--- src/rtl/mdu_pkg.sv ---
// ============================================================================
// mdu_pkg : shared decode constants and FSM encoding for the mult/div sequencer
// Revision: 1.0
// ============================================================================
`default_nettype none

package mdu_pkg;

    localparam logic [1:0] ALUOP_RTYPE = 2'b10;

    localparam logic [5:0] FN_MFHI  = 6'h10;
    localparam logic [5:0] FN_MTHI  = 6'h11;
    localparam logic [5:0] FN_MFLO  = 6'h12;
    localparam logic [5:0] FN_MTLO  = 6'h13;
    localparam logic [5:0] FN_MULT  = 6'h18;
    localparam logic [5:0] FN_MULTU = 6'h19;
    localparam logic [5:0] FN_DIV   = 6'h1A;
    localparam logic [5:0] FN_DIVU  = 6'h1B;

    typedef enum logic [1:0] {
        ST_IDLE = 2'd0,
        ST_PREP = 2'd1,
        ST_ITER = 2'd2,
        ST_FIX  = 2'd3
    } mdu_state_t;

    function automatic logic is_muldiv(input logic [5:0] f);
        return (f == FN_MULT) || (f == FN_MULTU) || (f == FN_DIV) || (f == FN_DIVU);
    endfunction

    function automatic logic is_hilo_op(input logic [5:0] f);
        return is_muldiv(f) || (f == FN_MFHI) || (f == FN_MTHI) ||
               (f == FN_MFLO) || (f == FN_MTLO);
    endfunction

endpackage

`default_nettype wire

--- src/rtl/mdu_if.sv ---
// ============================================================================
// mdu_if : EX-stage request / HI-LO response bundle for the mult/div sequencer
// Revision: 1.0
// ============================================================================
`default_nettype none

interface mdu_if #(
    parameter int WIDTH = 32
);
    logic             valid;
    logic [1:0]       alu_op;
    logic [5:0]       funct;
    logic [WIDTH-1:0] rs_val;
    logic [WIDTH-1:0] rt_val;
    logic             flush;
    logic             stall;
    logic             busy;
    logic [WIDTH-1:0] hi;
    logic [WIDTH-1:0] lo;
    logic [WIDTH-1:0] mf_data;

    modport master (
        output valid, alu_op, funct, rs_val, rt_val, flush,
        input  stall, busy, hi, lo, mf_data
    );

    modport slave (
        input  valid, alu_op, funct, rs_val, rt_val, flush,
        output stall, busy, hi, lo, mf_data
    );
endinterface

`default_nettype wire

--- src/rtl/mdu_iter_core.sv ---
// ============================================================================
// mdu_iter_core : shift-add multiplier / restoring divider datapath with sign fix
// Revision: 1.0
// ============================================================================
`default_nettype none

module mdu_iter_core #(
    parameter int WIDTH = 32
) (
    input  wire logic             clk,
    input  wire logic             rst_n,
    input  wire logic             start,
    input  wire logic             is_div,
    input  wire logic             is_signed,
    input  wire logic [WIDTH-1:0] a,
    input  wire logic [WIDTH-1:0] b,
    input  wire logic             prep,
    input  wire logic             step,
    output logic      [WIDTH-1:0] res_hi,
    output logic      [WIDTH-1:0] res_lo
);

    logic [WIDTH-1:0] r_a, r_b, r_acc, r_q, r_m;
    logic             r_div, r_sgn, r_neg_res, r_neg_rem, r_dz;

    logic [WIDTH-1:0]   w_abs_a, w_abs_b;
    logic [WIDTH:0]     w_sum, w_shrem, w_diff;
    logic [2*WIDTH-1:0] w_prod;

    always_comb begin
        w_abs_a = (r_sgn && r_a[WIDTH-1]) ? -r_a : r_a;
        w_abs_b = (r_sgn && r_b[WIDTH-1]) ? -r_b : r_b;
        w_sum   = {1'b0, r_acc} + (r_q[0] ? {1'b0, r_m} : '0);
        w_shrem = {r_acc, r_q[WIDTH-1]};
        w_diff  = w_shrem - {1'b0, r_m};
        w_prod  = r_neg_res ? -{r_acc, r_q} : {r_acc, r_q};
    end

    always_ff @(posedge clk or negedge rst_n) begin
        if (!rst_n) begin
            r_a       <= '0;
            r_b       <= '0;
            r_acc     <= '0;
            r_q       <= '0;
            r_m       <= '0;
            r_div     <= 1'b0;
            r_sgn     <= 1'b0;
            r_neg_res <= 1'b0;
            r_neg_rem <= 1'b0;
            r_dz      <= 1'b0;
        end else if (start) begin
            r_a   <= a;
            r_b   <= b;
            r_div <= is_div;
            r_sgn <= is_signed;
        end else if (prep) begin
            r_acc     <= '0;
            r_q       <= r_div ? w_abs_a : w_abs_b;
            r_m       <= r_div ? w_abs_b : w_abs_a;
            r_neg_res <= r_sgn & (r_a[WIDTH-1] ^ r_b[WIDTH-1]);
            r_neg_rem <= r_sgn & r_a[WIDTH-1];
            r_dz      <= r_div & (r_b == '0);
        end else if (step) begin
            if (r_div) begin
                // Restoring step: keep the trial difference only if it stayed non-negative
                if (!w_diff[WIDTH]) begin
                    r_acc <= w_diff[WIDTH-1:0];
                    r_q   <= {r_q[WIDTH-2:0], 1'b1};
                end else begin
                    r_acc <= w_shrem[WIDTH-1:0];
                    r_q   <= {r_q[WIDTH-2:0], 1'b0};
                end
            end else begin
                r_acc <= w_sum[WIDTH:1];
                r_q   <= {w_sum[0], r_q[WIDTH-1:1]};
            end
        end
    end

    always_comb begin
        res_hi = w_prod[2*WIDTH-1:WIDTH];
        res_lo = w_prod[WIDTH-1:0];
        if (r_div) begin
            if (r_dz) begin
                res_hi = r_a;
                res_lo = '1;
            end else begin
                res_hi = r_neg_rem ? -r_acc : r_acc;
                res_lo = r_neg_res ? -r_q : r_q;
            end
        end
    end

endmodule

`default_nettype wire

--- src/rtl/mdu_sequencer.sv ---
// ============================================================================
// mdu_sequencer : EX-stage multi-cycle mult/div sequencer owning HI/LO and stall
// Revision: 1.0
// ============================================================================
`default_nettype none

module mdu_sequencer
    import mdu_pkg::*;
#(
    parameter int WIDTH = 32,
    parameter int CNT_W = 6
) (
    input wire logic clk,
    input wire logic rst_n,
    mdu_if.slave     bus
);

    mdu_state_t       r_state;
    logic [CNT_W-1:0] r_cnt;
    logic             r_busy;
    logic [WIDTH-1:0] r_hi, r_lo;

    logic             w_op_ok, w_accept, w_signed, w_is_div;
    logic [WIDTH-1:0] w_res_hi, w_res_lo;

    always_comb begin
        w_op_ok  = bus.valid && (bus.alu_op == ALUOP_RTYPE);
        w_accept = (r_state == ST_IDLE) && w_op_ok && is_muldiv(bus.funct) && !bus.flush;
        w_signed = (bus.funct == FN_MULT) || (bus.funct == FN_DIV);
        w_is_div = (bus.funct == FN_DIV) || (bus.funct == FN_DIVU);
    end

    mdu_iter_core #(
        .WIDTH (WIDTH)
    ) u_core (
        .clk       (clk),
        .rst_n     (rst_n),
        .start     (w_accept),
        .is_div    (w_is_div),
        .is_signed (w_signed),
        .a         (bus.rs_val),
        .b         (bus.rt_val),
        .prep      (r_state == ST_PREP),
        .step      (r_state == ST_ITER),
        .res_hi    (w_res_hi),
        .res_lo    (w_res_lo)
    );

    always_ff @(posedge clk or negedge rst_n) begin
        if (!rst_n) begin
            r_state <= ST_IDLE;
            r_cnt   <= '0;
            r_busy  <= 1'b0;
            r_hi    <= '0;
            r_lo    <= '0;
        end else begin
            case (r_state)
                ST_IDLE: begin
                    if (w_accept) begin
                        r_state <= ST_PREP;
                        r_busy  <= 1'b1;
                    end else if (w_op_ok && !bus.flush) begin
                        if (bus.funct == FN_MTHI) r_hi <= bus.rs_val;
                        if (bus.funct == FN_MTLO) r_lo <= bus.rs_val;
                    end
                end
                ST_PREP: begin
                    if (bus.flush) begin
                        r_state <= ST_IDLE;
                        r_busy  <= 1'b0;
                    end else begin
                        r_state <= ST_ITER;
                        r_cnt   <= CNT_W'(WIDTH - 1);
                    end
                end
                ST_ITER: begin
                    if (bus.flush) begin
                        r_state <= ST_IDLE;
                        r_busy  <= 1'b0;
                    end else if (r_cnt == '0) begin
                        r_state <= ST_FIX;
                    end else begin
                        r_cnt <= r_cnt - CNT_W'(1);
                    end
                end
                ST_FIX: begin
                    r_state <= ST_IDLE;
                    r_busy  <= 1'b0;
                    // A flush landing on the final cycle still kills the result
                    if (!bus.flush) begin
                        r_hi <= w_res_hi;
                        r_lo <= w_res_lo;
                    end
                end
                default: begin
                    r_state <= ST_IDLE;
                    r_busy  <= 1'b0;
                end
            endcase
        end
    end

    assign bus.stall   = rst_n && ((r_busy && w_op_ok && is_hilo_op(bus.funct)) || w_accept);
    assign bus.busy    = r_busy;
    assign bus.hi      = r_hi;
    assign bus.lo      = r_lo;
    assign bus.mf_data = (w_op_ok && bus.funct == FN_MFHI) ? r_hi :
                         (w_op_ok && bus.funct == FN_MFLO) ? r_lo : '0;

endmodule

`default_nettype wire

--- src/flat_wrapper.sv ---
// flat-port wrapper written by rule: the top's interface ports become plain ports
module mdu_sequencer_flat import mdu_pkg::*;
#(
    parameter int WIDTH = 32,
    parameter int CNT_W = 6
)
  (clk, rst_n, bus_valid, bus_alu_op, bus_funct, bus_rs_val, bus_rt_val, bus_flush, bus_stall, bus_busy, bus_hi, bus_lo, bus_mf_data);
  mdu_if #(.WIDTH(WIDTH)) bus_i ();
  input wire logic clk;
  input wire logic rst_n;
  input wire logic [$bits(bus_i.valid)-1:0] bus_valid;
  input wire logic [$bits(bus_i.alu_op)-1:0] bus_alu_op;
  input wire logic [$bits(bus_i.funct)-1:0] bus_funct;
  input wire logic [$bits(bus_i.rs_val)-1:0] bus_rs_val;
  input wire logic [$bits(bus_i.rt_val)-1:0] bus_rt_val;
  input wire logic [$bits(bus_i.flush)-1:0] bus_flush;
  output wire logic [$bits(bus_i.stall)-1:0] bus_stall;
  output wire logic [$bits(bus_i.busy)-1:0] bus_busy;
  output wire logic [$bits(bus_i.hi)-1:0] bus_hi;
  output wire logic [$bits(bus_i.lo)-1:0] bus_lo;
  output wire logic [$bits(bus_i.mf_data)-1:0] bus_mf_data;
  assign bus_i.valid = bus_valid;
  assign bus_i.alu_op = bus_alu_op;
  assign bus_i.funct = bus_funct;
  assign bus_i.rs_val = bus_rs_val;
  assign bus_i.rt_val = bus_rt_val;
  assign bus_i.flush = bus_flush;
  assign bus_stall = bus_i.stall;
  assign bus_busy = bus_i.busy;
  assign bus_hi = bus_i.hi;
  assign bus_lo = bus_i.lo;
  assign bus_mf_data = bus_i.mf_data;
  mdu_sequencer #(.WIDTH(WIDTH), .CNT_W(CNT_W)) u_core (.clk(clk), .rst_n(rst_n), .bus(bus_i));
endmodule
--- config.mk ---
export PLATFORM = sky130hd
export DESIGN_NAME = mdu_sequencer_flat
export DESIGN_NICKNAME = d
export VERILOG_FILES = /design/src/rtl/mdu_pkg.sv /design/src/rtl/mdu_if.sv /design/src/rtl/mdu_iter_core.sv /design/src/rtl/mdu_sequencer.sv /design/src/flat_wrapper.sv
export SDC_FILE = /design/constraint.sdc
export NUM_CORES = 1
export LEC_CHECK = 0
export CAP_MARGIN = 25
export CORE_UTILIZATION = 53
export CTS_CLUSTER_DIAMETER = 100
export DETAILED_ROUTE_END_ITERATION = 12
export DONT_BUFFER_PORTS = 1
export PLACE_DENSITY = 0.66
export SETUP_SLACK_MARGIN = 0.3
export SYNTH_ARGS = -nofsm -noshare
export SYNTH_HDL_FRONTEND = slang
export SYNTH_SLANG_ARGS = --single-unit
--- constraint.sdc ---
create_clock -name clk -period 4 [get_ports clk]
set_clock_uncertainty 0.1 [all_clocks]
set_input_delay 0.4 -clock clk [delete_from_list [all_inputs] [get_ports clk]]
set_output_delay 0.4 -clock clk [all_outputs]
set_load 0.005 [all_outputs]
==> results.cfg <==
[setup_path]
r2r_setup_slack_ns = 0.40
worstSetupEndpointType = flip-flop
worst_ep_required_time_ns = 4.34
critical_path.startpoint_type = flip-flop
critical_path_class = flip-flop to flip-flop
critical_path.max_fanout = 7
reg2reg_depth = 14
crit-reg2reg-capture = u_core.u_core.r_acc[29]
worst-endpoint-arrival_ns = 3.94
r2r_start = u_core.u_core.r_q[0]

[run]
timing.max_cap.violations = 0

[pwr]
ir_drop_v = 0.000636
p_leak_nw = 9.74
powerDensity_nw_per_um2 = 763

[timing]
grt_setup_unrepaired = true
timing.final.crit_period_ns = 3.60
timing.final.crit_share = 0.900
tightest_slew_ns = 1.02
slew_viol_final = 0
finalHoldViolCount = 238
max_clock_freq_ghz = 0.278
relSlewSlack = 0.315
finalSetupTns_ns = 0
hold_slack_ns = -0.573
finalSetupViolations = 0

[layout]
drive_above_1_share = 0.0858
layout-area-overhead-vs-synth_pct = 12.8
num-nets-final = 2579

[logic_synthesis]
synth_fp_nets = 2549
synth_edf_count = 0
syn-cell-area_um2 = 19000
synth_flop_type = sky130_fd_sc_hd__dfrtp_1
synthDistinctLibCells = 81
ys_seq_area_frac = 0.313
synthTopCellsByArea = sky130_fd_sc_hd__dfrtp_1 31%, sky130_fd_sc_hd__nand2_1 9.3%, sky130_fd_sc_hd__o21ai_0 5.3%, sky130_fd_sc_hd__xnor2_1 5.1%, sky130_fd_sc_hd__ha_1 4.9%
synthDominantCellAreaShare = 0.313
yosysTopAreaCell = sky130_fd_sc_hd__dfrtp_1
postSynthCellCount = 2397
post_synthesis_area_per_instance_um2 = 7.94
asyncSetResetFlopFracSynth = 1.00
yosysWarningCount = 0
synth.ff_latch_count = 238

[min_path]
hold_path_class = input port to async pin

[route]
postRouteAntennaNets = 0
dr.pass1.iters = 5
average_via_count_per_standard_cell = 6.41
drt_iter0_markers = 1694
wl_per_cell_um = 24.1
post-route-drc-count = 0
drt_wl_total_um = 70200
via_count = 18600

[clocking]
number_of_clock_buffers_inserted_by_tritoncts = 28
clk_root_buffer_cell = sky130_fd_sc_hd__clkbuf_16
clock_tree.buffer_depth = 3
worst_setup_hold_path_clk_slew_ns = 0.06
clock_tree.htree_level_count = 1
cts.hold.buffers_added = 67
worstSkewPairLatency_ns = 0.58
cts.sinks = 238
tritoncts = yes

[die]
placeableCoreArea_um2 = 35500
die_width_um = 192
io_pins = 174
initial_cell_density_of_the_core = 0.537
fp.dieArea_um2 = 36700
row_count = 69
die-height_um = 192

[run_status]
status = finished with violations
violations = hold timing

[grt]
overall_fraction_of_global_route_tracks_in_use = 0.379
first_global_vias = 17600
antenna_violations_before_repair = 5
grt_start_max_net_pins = 240
grt_overflow_total = 0
grt_first_pass_wirelength_um = 105000

[place]
io_buffer_count = 0
place_hpwl_um = 52700
routabilityCongestion = 0.976
[synthesized netlist by cell type, types with 7 or more instances]
master and instances:
sky130_fd_sc_hd__a211oi_1 13, sky130_fd_sc_hd__a21o_1 33, sky130_fd_sc_hd__a21oi_1 139, sky130_fd_sc_hd__a221o_1 7, sky130_fd_sc_hd__a22oi_1 15, sky130_fd_sc_hd__a31oi_1 17
sky130_fd_sc_hd__and2_1 21, sky130_fd_sc_hd__and3_1 12, sky130_fd_sc_hd__buf_1 13, sky130_fd_sc_hd__clkbuf_1 139, sky130_fd_sc_hd__dfrtp_1 238, sky130_fd_sc_hd__ha_1 74
sky130_fd_sc_hd__inv_1 72, sky130_fd_sc_hd__mux2_2 11, sky130_fd_sc_hd__mux2i_1 86, sky130_fd_sc_hd__mux4_2 22, sky130_fd_sc_hd__nand2_1 474, sky130_fd_sc_hd__nand2b_1 19
sky130_fd_sc_hd__nand3_1 29, sky130_fd_sc_hd__nand4_1 14, sky130_fd_sc_hd__nor2_1 174, sky130_fd_sc_hd__nor3_1 36, sky130_fd_sc_hd__nor3b_1 11, sky130_fd_sc_hd__nor4_1 17
sky130_fd_sc_hd__o211ai_1 21, sky130_fd_sc_hd__o21a_1 11, sky130_fd_sc_hd__o21ai_0 201, sky130_fd_sc_hd__o21ai_1 39, sky130_fd_sc_hd__o221ai_1 9, sky130_fd_sc_hd__o22ai_1 37
sky130_fd_sc_hd__o31ai_1 24, sky130_fd_sc_hd__o41ai_1 13, sky130_fd_sc_hd__or3_1 21, sky130_fd_sc_hd__or4_1 17, sky130_fd_sc_hd__xnor2_1 110, sky130_fd_sc_hd__xor2_1 94
[power breakdown]
part / total, mW / leakage (nW) / internal, mW / switching [mW]
Combinational: 9.52 / 6.16 / 3.72 / 5.80
Sequential: 4.11 / 3.11 / 3.13 / 0.978
Clock: 2.76 / 0.478 / 1.64 / 1.12
[cells by family after synthesis]
kind of cell    count (synthesis)  synth area share
compound gates                641             0.208
xor+xnor                      204            0.0938
fa+ha+maj                      76            0.0507
buf+inv                       228            0.0452
flops                         238             0.313
mux                           120            0.0785
simple gates                  890             0.211
[worst max-delay path, stage by stage (launching register included)]
cell and delay, ns:
sky130_fd_sc_hd__dfrtp_1 0.41, sky130_fd_sc_hd__buf_4 0.19, sky130_fd_sc_hd__and2_1 0.15, sky130_fd_sc_hd__ha_1 0.23
sky130_fd_sc_hd__inv_1 0.08, sky130_fd_sc_hd__fa_1 0.20, sky130_fd_sc_hd__nand2b_4 0.16, sky130_fd_sc_hd__a21oi_2 0.07
sky130_fd_sc_hd__o31a_1 0.38, sky130_fd_sc_hd__a2111o_1 0.44, sky130_fd_sc_hd__a41o_1 0.28, sky130_fd_sc_hd__a311o_1 0.42
sky130_fd_sc_hd__nand4b_1 0.11, sky130_fd_sc_hd__o31a_1 0.14, sky130_fd_sc_hd__o2111ai_1 0.09
[through the flow]
step	power, mW	setup slack [ns]	instances	utilization	area, um^2
final	16.4	0.401	2910	0.605	21500
after global routing	17.4	0.273	2910	0.605	21500
after CTS	16.1	0.364	2904	0.603	21400
after detailed placement	13.2	0.267	2786	0.556	19700
after global placement	13.1	0.344	2786	0.556	19700
after floorplan	10.2	0.566	2397	-	19000
[state kept, by name (all words and copies together), names as in the netlist, 2 cells and up]
name / cells
u_core.bus.hi: 32
u_core.bus.lo: 32
u_core.r_cnt: 6
u_core.r_state: 2
u_core.u_core.r_a: 32
u_core.u_core.r_acc: 32
u_core.u_core.r_b: 32
u_core.u_core.r_m: 32
u_core.u_core.r_q: 32
[worst max path at each step]
stage                    startpoint                 endpoint  slack, ns  cells after the start
4_1_cts        u_core.u_core.r_q[0]  u_core.u_core.r_acc[25]       0.36                     14
5_1_grt        u_core.u_core.r_q[0]  u_core.u_core.r_acc[27]       0.27                     15
3_3_place_gp   u_core.u_core.r_q[0]  u_core.u_core.r_acc[25]       0.34                     12
2_1_floorplan  u_core.u_core.r_q[0]  u_core.u_core.r_acc[27]       0.57                     13
3_5_place_dp   u_core.u_core.r_q[0]  u_core.u_core.r_acc[25]       0.27                     12
6_report       u_core.u_core.r_q[0]  u_core.u_core.r_acc[29]       0.40                     14
[cell usage in the layout, fill, tap and decap left out, types with 12 or more instances in the layout]
| master | instances |
|---|---|
| sky130_fd_sc_hd__o21ai_1 | 39 |
| sky130_fd_sc_hd__buf_4 | 85 |
| sky130_fd_sc_hd__nand2b_1 | 18 |
| sky130_fd_sc_hd__o31ai_1 | 24 |
| sky130_fd_sc_hd__o211ai_1 | 21 |
| sky130_fd_sc_hd__dlygate4sd3_1 | 67 |
| sky130_fd_sc_hd__nor2_1 | 174 |
| sky130_fd_sc_hd__clkbuf_16 | 28 |
| sky130_fd_sc_hd__nor4_1 | 17 |
| sky130_fd_sc_hd__a22oi_1 | 15 |
| sky130_fd_sc_hd__nand3_1 | 28 |
| sky130_fd_sc_hd__ha_1 | 70 |
| sky130_fd_sc_hd__mux4_2 | 22 |
| sky130_fd_sc_hd__a31oi_1 | 17 |
| sky130_fd_sc_hd__o22ai_1 | 37 |
| sky130_fd_sc_hd__mux2i_1 | 86 |
| sky130_fd_sc_hd__a21o_1 | 33 |
| sky130_fd_sc_hd__inv_1 | 71 |
| sky130_fd_sc_hd__a21oi_1 | 137 |
| sky130_fd_sc_hd__nand4_1 | 14 |
| sky130_fd_sc_hd__or4_1 | 17 |
| sky130_fd_sc_hd__xor2_1 | 94 |
| sky130_fd_sc_hd__nor3_1 | 34 |
| sky130_fd_sc_hd__and2_1 | 21 |
| sky130_fd_sc_hd__nand2_1 | 471 |
| sky130_fd_sc_hd__dfrtp_1 | 237 |
| sky130_fd_sc_hd__and3_1 | 12 |
| sky130_fd_sc_hd__or3_1 | 21 |
| sky130_fd_sc_hd__xnor2_1 | 110 |
| sky130_fd_sc_hd__o21ai_0 | 201 |
| sky130_fd_sc_hd__o41ai_1 | 13 |
| sky130_fd_sc_hd__a211oi_1 | 13 |
[what timing repair did]
item / in CTS / in global routing
hold endpoints to repair: 353 / 238
endpoints found under the setup margin: 5 / 26
gates resized for setup: 1 / 9
pin swaps: 0 / 5
setup buffers: 0 / 5
[layout make-up]
type,count,area (um^2)
Timing Repair Buffer,156,1390
Clock inverter,14,194
Inverter,72,274
Fill cell,3231,14000
Clock buffer,37,785
Multi-Input combinational cell,1931,12300
Tap cell,461,577
Antenna cell,1,2.50
Sequential cell,238,5960
[routing by layer]
| layer | GRT usage | wire length (um) |
|---|---|---|
| met5 | 0 | 22 |
| met4 | 0.147 | 2830 |
| met3 | 0.0573 | 5640 |
| met2 | 0.581 | 30800 |
| met1 | 0.534 | 30900 |
No activity file was read; power rests on OpenSTA's default activity.
